File: src/rtl/cdb_arbiter.sv
// cdb_arbiter: picks one of four functional-unit completions per cycle and
// broadcasts the winner's tag/data/branch result on the common data bus one
// cycle later.
//
// Configuration macro: CDB_ROUND_ROBIN_EN
//   defined   -> rotating priority pointer; search order starts at ptr and
//                ptr moves just past the last winner.
//   undefined -> fixed priority, unit 0 highest, unit 3 lowest.
module cdb_arbiter (
  input  logic         clock,
  input  logic         reset,
  input  logic [3:0]   req_valid,
  input  logic [19:0]  req_tag,
  input  logic [127:0] req_data,
  input  logic [3:0]   req_branch,
  input  logic [3:0]   req_branch_taken,
  input  logic         flush,
  output logic [3:0]   grant,
  output logic [4:0]   Cdb_rd_tag,
  output logic [31:0]  Cdb_data,
  output logic         Cdb_valid,
  output logic         Cdb_branch,
  output logic         Cdb_branch_taken,
  output logic [1:0]   Cdb_source
);

  // Arbitration result for the current cycle.
  logic       win_found;
  logic [1:0] win_idx;
  logic [1:0] cand;

  // Winner's request fields, selected by win_idx.
  logic [4:0]  sel_tag;
  logic [31:0] sel_data;
  logic        sel_branch;
  logic        sel_taken;

  // Broadcast registers and their next-state values.
  logic        valid_q,  valid_d;
  logic [4:0]  tag_q,    tag_d;
  logic [31:0] data_q,   data_d;
  logic        branch_q, branch_d;
  logic        taken_q,  taken_d;
  logic [1:0]  source_q, source_d;

`ifdef CDB_ROUND_ROBIN_EN
  logic [1:0] ptr_q, ptr_d;
`endif

  // Search the requesters in priority order; flush and reset suppress any winner.
  always_comb begin
    // NOTE: every combinational output gets a default first so no path leaves it unassigned (no latch).
    win_found = 1'b0;
    win_idx   = 2'd0;
    cand      = 2'd0;
    if (!reset && !flush) begin
      for (int k = 0; k < 4; k++) begin
`ifdef CDB_ROUND_ROBIN_EN
        cand = ptr_q + 2'(k);
`else
        cand = 2'(k);
`endif
        if (!win_found && req_valid[cand]) begin
          win_found = 1'b1;
          win_idx   = cand;
        end
      end
    end
  end

  assign grant = win_found ? (4'b0001 << win_idx) : 4'b0000;

  // Route the winning unit's fields toward the broadcast registers.
  always_comb begin
    sel_tag    = req_tag[4:0];
    sel_data   = req_data[31:0];
    sel_branch = req_branch[0];
    sel_taken  = req_branch_taken[0];
    case (win_idx)
      2'd1: begin
        sel_tag    = req_tag[9:5];
        sel_data   = req_data[63:32];
        sel_branch = req_branch[1];
        sel_taken  = req_branch_taken[1];
      end
      2'd2: begin
        sel_tag    = req_tag[14:10];
        sel_data   = req_data[95:64];
        sel_branch = req_branch[2];
        sel_taken  = req_branch_taken[2];
      end
      2'd3: begin
        sel_tag    = req_tag[19:15];
        sel_data   = req_data[127:96];
        sel_branch = req_branch[3];
        sel_taken  = req_branch_taken[3];
      end
      default: ;
    endcase
  end

  // Load the broadcast on a grant; otherwise drop valid and hold the payload.
  always_comb begin
    valid_d  = 1'b0;
    tag_d    = tag_q;
    data_d   = data_q;
    branch_d = branch_q;
    taken_d  = taken_q;
    source_d = source_q;
    if (win_found) begin
      valid_d  = 1'b1;
      tag_d    = sel_tag;
      data_d   = sel_data;
      branch_d = sel_branch;
      // A taken flag without a branch is meaningless, so it never reaches the bus.
      taken_d  = sel_branch & sel_taken;
      source_d = win_idx;
    end
  end

  // Broadcast register with synchronous reset.
  always_ff @(posedge clock) begin
    if (reset) begin
      // NOTE: state is updated with non-blocking assignments so all registers see pre-edge values.
      valid_q  <= 1'b0;
      tag_q    <= '0;
      data_q   <= '0;
      branch_q <= 1'b0;
      taken_q  <= 1'b0;
      source_q <= '0;
    end else begin
      valid_q  <= valid_d;
      tag_q    <= tag_d;
      data_q   <= data_d;
      branch_q <= branch_d;
      taken_q  <= taken_d;
      source_q <= source_d;
    end
  end

`ifdef CDB_ROUND_ROBIN_EN
  // Pointer moves just past the winner; idle and flushed cycles leave it alone.
  always_comb begin
    ptr_d = win_found ? (win_idx + 2'd1) : ptr_q;
  end

  // Priority pointer register.
  always_ff @(posedge clock) begin
    if (reset) ptr_q <= 2'd0;
    else       ptr_q <= ptr_d;
  end
`endif

  assign Cdb_valid        = valid_q;
  assign Cdb_rd_tag       = tag_q;
  assign Cdb_data         = data_q;
  assign Cdb_branch       = branch_q;
  assign Cdb_branch_taken = taken_q;
  assign Cdb_source       = source_q;

endmodule

File: config.mk
export PLATFORM = sky130hd
export DESIGN_NAME = cdb_arbiter
export DESIGN_NICKNAME = d
export VERILOG_FILES = /design/src/rtl/cdb_arbiter.sv
export SDC_FILE = /design/constraint.sdc
export NUM_CORES = 1
export LEC_CHECK = 0
export CAP_MARGIN = 20
export CORE_AREA = 8 8 75 77
export CTS_CLUSTER_SIZE = 20
export DETAILED_ROUTE_END_ITERATION = 8
export DIE_AREA = 0 0 83 85
export DONT_BUFFER_PORTS = 1
export GPL_TIMING_DRIVEN = 0
export PLACE_DENSITY = 0.72
export SYNTH_ARGS = -nofsm -noshare
export SYNTH_HDL_FRONTEND = slang
export SYNTH_SLANG_ARGS = --single-unit
export TNS_END_PERCENT = 1
File: constraint.sdc
create_clock -name clock -period 1.8 [get_ports clock]
set_input_delay 0.18 -clock clock [delete_from_list [all_inputs] [get_ports clock]]
set_output_delay 0.18 -clock clock [all_outputs]
set_load 0.02 [all_outputs]
* Word level (Yosys, flattened, before mapping)
Index checks and enable logic that the tools add are counted.
** Operators by class
- Equal/unequal tests :: 3
- Shifts and indexed selects :: 1
- Muxes and demuxes :: 18
- Bitwise gates (word level) :: 1
- Reduce and logical (&&, ||, !) cells :: 9
** Operators by type and width (count)
- $pmux W32 S3 :: 1
- $pmux W5 S3 :: 1
- $mux W1 :: 10
- $mux W2 :: 3
- $pmux W1 S3 :: 2
- $logic_not A1 Y1 :: 5
- $eq A2 B2 Y1 const B :: 2
- $logic_and A1 B1 Y1 :: 4
- $mux W4 :: 1
- $shl A1 B2 Y4 const A :: 1
- $eq A2 B1 Y1 const B :: 1
- $and A1 B1 Y1 :: 1
** Storage, ports and cells
- Register bits after elaboration :: 42
- Bits of input ports :: 163
- Output and inout port bits :: 46
- Word-level logic and storage cells :: 38

* Longest topological paths before layout
- Word-level depth :: 18
- Mapped depth :: 8
- Depth with buffers taken out :: 6

* Worst setup path after synthesis
OpenSTA, ideal clock, no wires.
- Path kind :: input -> register
- From :: input reset
- To :: register data_q[0], in the netlist Cdb_data[0]
- Library setup time :: 0.128 ns
- Data arrival time :: 1.444 ns
- Required time :: 1.672 ns
- Slack :: 0.228 ns
- Stages :: 7
- Path buffers :: 2
- Cells stage by stage :: buf_2 -> nor4_4 -> nand2_2 -> buf_6 -> mux2_4 -> a222oi_1 -> o21ai_1
** On the way
- Longest elaborated chain between the ends :: 5
- Elaborated cells between the ends (all ways) :: 8
** RTL lines
- start: declaration :: RTL line 11 : input logic reset,
- $logic_not A1 Y1 :: RTL line 56 : if (!reset && !flush) begin
- $logic_and A1 B1 Y1 :: RTL line 56
- $mux W2 :: RTL line 56
- $eq A2 B2 Y1 or $eq A2 B1 Y1 (tied branches) :: RTL line 79 : case (win_idx)
- $pmux W32 S3 :: RTL line 79
- end signal: assignment :: RTL line 134 : data_q <= data_d;
- end: declaration :: RTL line 41 : logic [31:0] data_q, data_d;
Parallel ways exist; a longest one is shown, timed or not.
A chain may end at the register's enable or synchronous reset.

* Worst setup path after layout
- From :: input reset
- To :: output grant[3]
** On the way
- Longest elaborated chain between the ends :: 5
- Elaborated cells between the ends (all ways) :: 6
** RTL lines
- $logic_not A1 Y1 (*) :: RTL line 56
- $logic_and A1 B1 Y1 (*) :: RTL line 56
- $mux W2 :: RTL line 56
- $shl A1 B2 Y4 :: RTL line 71 : assign grant = win_found ? (4'b0001 << win_idx) : 4'b0000;
- $mux W4 (*) :: RTL line 71
- end: declaration :: RTL line 18 : output logic [3:0] grant,
Mark *: on every way between the ends. The rest lies on a longest branch, timed or not.

==> impl_metrics.prom <==
# TYPE chip_impl_metric gauge
chip_impl_info{name="critical_path.slowest_cell",value="sky130_fd_sc_hd__nor4_4"} 1
chip_impl_metric{name="globalRouteOverflowTotal",unit=""} 0
chip_impl_metric{name="final_cells",unit=""} 405
chip_impl_metric{name="r2r.worst_path.cells",unit=""} 4
chip_impl_info{name="worst_hold_path.endpoint",value="Cdb_data[9]$_SDFFE_PP0P_"} 1
chip_impl_info{name="cpMostUsedCell",value="sky130_fd_sc_hd__buf_2"} 1
chip_impl_info{name="clock_tree.root_cell",value="sky130_fd_sc_hd__clkbuf_8"} 1
chip_impl_metric{name="io_buffer_count",unit=""} 0
chip_impl_metric{name="ctsLongestPathBuffers",unit=""} 2
chip_impl_metric{name="number_of_inserted_diodes",unit=""} 0
chip_impl_metric{name="path_max_fanout",unit=""} 10
chip_impl_metric{name="antenna_found_initial",unit=""} 0
chip_impl_metric{name="max_cap_violations",unit=""} 0
chip_impl_info{name="crit_path_start_kind",value="primary input"} 1
chip_impl_metric{name="initial_core_util",unit=""} 0.555
chip_impl_metric{name="leakage_power_summed_over_all_cells",unit="nW"} 1.12
chip_impl_metric{name="cp_num_buf_inv",unit=""} 3
chip_impl_metric{name="critical_path.max_stage_delay",unit="ns"} 0.29
chip_impl_metric{name="place_inst",unit=""} 397
chip_impl_metric{name="worstMarginPinSlew",unit="ns"} 0.528
chip_impl_metric{name="slew-limit-headroom",unit=""} 0.648
chip_impl_info{name="timing.critical_path.cells",value="buf_2 -> nor4_4 -> nand2_2 -> buf_2 -> buf_1 -> nor2_2"} 1
chip_impl_metric{name="via_per_inst",unit=""} 6.47
chip_impl_metric{name="chipWidth",unit="um"} 83
chip_impl_metric{name="regToRegSetupSlack",unit="ns"} 0.74
chip_impl_metric{name="dr.pass1.iters",unit=""} 5
chip_impl_metric{name="power_density_of_the_placed_cells",unit="nW/um2"} 819
chip_impl_metric{name="grt_first_pass_wirelength",unit="um"} 14100
chip_impl_metric{name="ys_seq_elements",unit=""} 42
chip_impl_metric{name="post-route-period-util",unit=""} 0.917
chip_impl_metric{name="required",unit="ns"} 1.62
chip_impl_metric{name="fp.dieArea",unit="um2"} 7060
chip_impl_metric{name="core_area",unit="um2"} 4540
chip_impl_metric{name="top_level_ports",unit=""} 209
chip_impl_metric{name="post_synth.cell_area_avg",unit="um2"} 7.34
chip_impl_metric{name="cts_htree_levels",unit=""} 2
chip_impl_metric{name="die-height",unit="um"} 85
chip_impl_info{name="yosys.area.top_type",value="sky130_fd_sc_hd__dfxtp_1"} 1
chip_impl_info{name="grt_setup_unrepaired",value="no"} 1
chip_impl_metric{name="timing.final.setup_violations",unit=""} 0
chip_impl_metric{name="synth_warnings",unit=""} 0
chip_impl_info{name="timing.critical_path.max_delay_family",value="simple AND/OR/NAND/NOR gates"} 1
chip_impl_metric{name="max-vdd-ir-drop",unit="mV"} 0.493
chip_impl_metric{name="largest_net_degree_at_the_start_of_global_routing",unit=""} 13
chip_impl_metric{name="fraction_of_post_synthesis_cell_area_in_the_top_cell_type_by_area",unit=""} 0.334
chip_impl_metric{name="synth_instances",unit=""} 343
chip_impl_info{name="cts_tree",value="built"} 1
chip_impl_metric{name="detailedPlacementHpwl",unit="um"} 7530
chip_impl_metric{name="critical_path_arrival",unit="ns"} 1.47
chip_impl_info{name="holdCritStartpoint",value="req_data[41]"} 1
chip_impl_metric{name="grt_pass1_vias",unit=""} 2592
chip_impl_metric{name="drive_gt1_frac",unit=""} 0.171
chip_impl_metric{name="timing.clock.skew",unit="ns"} 0
chip_impl_metric{name="finalCoreUtilization",unit=""} 0.596
chip_impl_metric{name="total_routing_resource_utilization_after_global_routing",unit=""} 0.242
chip_impl_metric{name="timing.final.max_slew_violations",unit=""} 0
chip_impl_metric{name="clkSlewWorstSetupHoldPaths",unit="ns"} 0.08
chip_impl_info{name="rr_startpoint",value="Cdb_data[11]$_SDFFE_PP0P_"} 1
chip_impl_info{name="critical_setup_path_class",value="in2out"} 1
chip_impl_info{name="timing.rr.end",value="Cdb_data[11]$_SDFFE_PP0P_"} 1
chip_impl_metric{name="finalWorstPathRequiredPeriod",unit="ns"} 1.65
chip_impl_metric{name="finalWirelength",unit="um"} 9200
chip_impl_metric{name="cts_buffers",unit=""} 5
chip_impl_metric{name="final_routed_wire_length_divided_by_cell_count",unit="um"} 22.7
chip_impl_metric{name="synthDistinctLibCells",unit=""} 36
chip_impl_metric{name="detail-route-antenna-nets",unit=""} 0
chip_impl_metric{name="worst_skew_late_latency",unit="ns"} 0.29
chip_impl_metric{name="clk_sink_count",unit=""} 42
chip_impl_metric{name="area.growth.synth_to_final",unit="%"} 7.31
chip_impl_metric{name="timing.hold.worst_path_depth",unit=""} 2
chip_impl_metric{name="first_iter_violations",unit=""} 152
chip_impl_metric{name="hold_violations",unit=""} 0
chip_impl_metric{name="synth_fp_nets",unit=""} 506
chip_impl_info{name="status",value="finished, final reports clean"} 1
chip_impl_metric{name="synth_seq_area_share",unit=""} 0.334
chip_impl_info{name="timing.hold.worst.class",value="in2reg"} 1
chip_impl_metric{name="vias_after_detailed_routing",unit=""} 2620
chip_impl_info{name="synth.top_cells.by_area",value="sky130_fd_sc_hd__dfxtp_1, sky130_fd_sc_hd__nand2_1, sky130_fd_sc_hd__a31o_2"} 1
chip_impl_metric{name="placement_rows",unit=""} 25
chip_impl_info{name="setup.worst_path.end_class",value="primary output"} 1
chip_impl_metric{name="setup-tns-final",unit="ns"} 0
chip_impl_metric{name="gp_congestion",unit=""} 0.784
chip_impl_metric{name="post-route-drc-count",unit=""} 0
chip_impl_metric{name="clock.fmax",unit="MHz"} 606
chip_impl_metric{name="netlist_area",unit="um2"} 2520
chip_impl_metric{name="layout.nets",unit=""} 513
==> worst max path at each step <==
stage                                     to  slack, ns  cells past startpoint  startpoint
floorplan           Cdb_data[0]$_SDFFE_PP0P_       0.23                      7       reset
CTS                                 grant[1]      -0.06                      5       reset
finish                              grant[3]       0.15                      6       reset
global placement                    grant[1]      -0.07                      5       reset
detailed placement                  grant[1]      -0.06                      5       reset
global route                        grant[3]       0.05                      6       reset
==> Yosys cell counts (all sizes together) <==
master / instances
a21o: 1
and2: 1
a31oi: 3
nand2: 95
o21ai: 7
mux2: 14
nor2b: 1
o32ai: 1
a311oi: 5
nor2: 19
clkinv: 1
nor4: 2
clkbuf: 14
dfxtp: 42
a21oi: 18
buf: 16
nor3: 1
nand2b: 1
inv: 7
nor3b: 5
a22o: 1
a222oi: 2
o22ai: 5
o221ai: 16
a31o: 20
o21a: 2
nand3: 32
or2: 1
and3: 10
==> stage by stage <==
stage,total power (W),instance area (um2),setup WS (ns),hold WS [ns]
6_report,0.00221,2700,0.150,0.0299
5_1_grt,0.00230,2700,0.0527,0.0238
4_1_cts,0.00222,2690,-0.0614,0.0254
3_5_place_dp,0.00149,2580,-0.0623,0.339
3_3_place_gp,0.00149,2580,-0.0687,0.335
2_1_floorplan,0.00141,2520,0.228,0.329
==> placed cells by master, fill, tap and decap left out, types with 7 or more instances in the layout <==
| cell type | count |
|---|---|
| sky130_fd_sc_hd__mux2_2 | 12 |
| sky130_fd_sc_hd__inv_1 | 7 |
| sky130_fd_sc_hd__a21oi_1 | 18 |
| sky130_fd_sc_hd__clkbuf_1 | 16 |
| sky130_fd_sc_hd__dfxtp_1 | 42 |
| sky130_fd_sc_hd__and3_1 | 10 |
| sky130_fd_sc_hd__o221ai_1 | 16 |
| sky130_fd_sc_hd__nand2_1 | 94 |
| sky130_fd_sc_hd__buf_2 | 12 |
| sky130_fd_sc_hd__nand3_1 | 32 |
| sky130_fd_sc_hd__a31o_2 | 20 |
| sky130_fd_sc_hd__nor2_1 | 17 |
==> per-layer routing <==
layer  vias up  GRT usage  routed length, um
met5         -          0                  0
met4         0     0.0607                 98
met3         8     0.0987               1060
met2       150      0.423               4700
met1      1222      0.265               3340
li1       1240          -                  -
==> cell families after synthesis <==
logic type,count (synthesis),share of synthesized area
flip-flops,42,0.334
multiplexers,14,0.0656
AND/OR/NAND/NOR,168,0.297
buffers and inverters,38,0.0671
AO/OA/AOI/OAI,81,0.236
==> where the power goes <==
part	internal (W)	switching, W	total, W
logic	0.000141	0.000165	0.000306
clock network	0.000415	0.000327	0.000743
registers	0.00101	0.000155	0.00116
total	0.00156	0.000647	0.00221
==> area by class of cell <==
class / instances / area [um2]
buffer: 30 / 139
fill: 449 / 1830
tap: 54 / 67.6
sequential: 42 / 841
clock inverter: 1 / 30.0
clock buffer: 7 / 76.3
multi-input combinational: 263 / 1520
inverter: 8 / 30.0
==> flip-flops by register name, indices dropped and copies added, names as in the netlist <==
signal	cells
Cdb_data	32
Cdb_rd_tag	5
Cdb_source	2
Cdb_branch	1
Cdb_branch_taken	1
Cdb_valid	1
==> what timing repair did <==
action                     4_1_cts  5_1_grt
cloned                           0        0
setup endpoints to repair        2        2
hold endpoints to repair         0        0
resized for setup                0        4
hold buffers                     0        0
buffers inserted                 0        0
No activity file was read; power rests on OpenSTA's default activity.
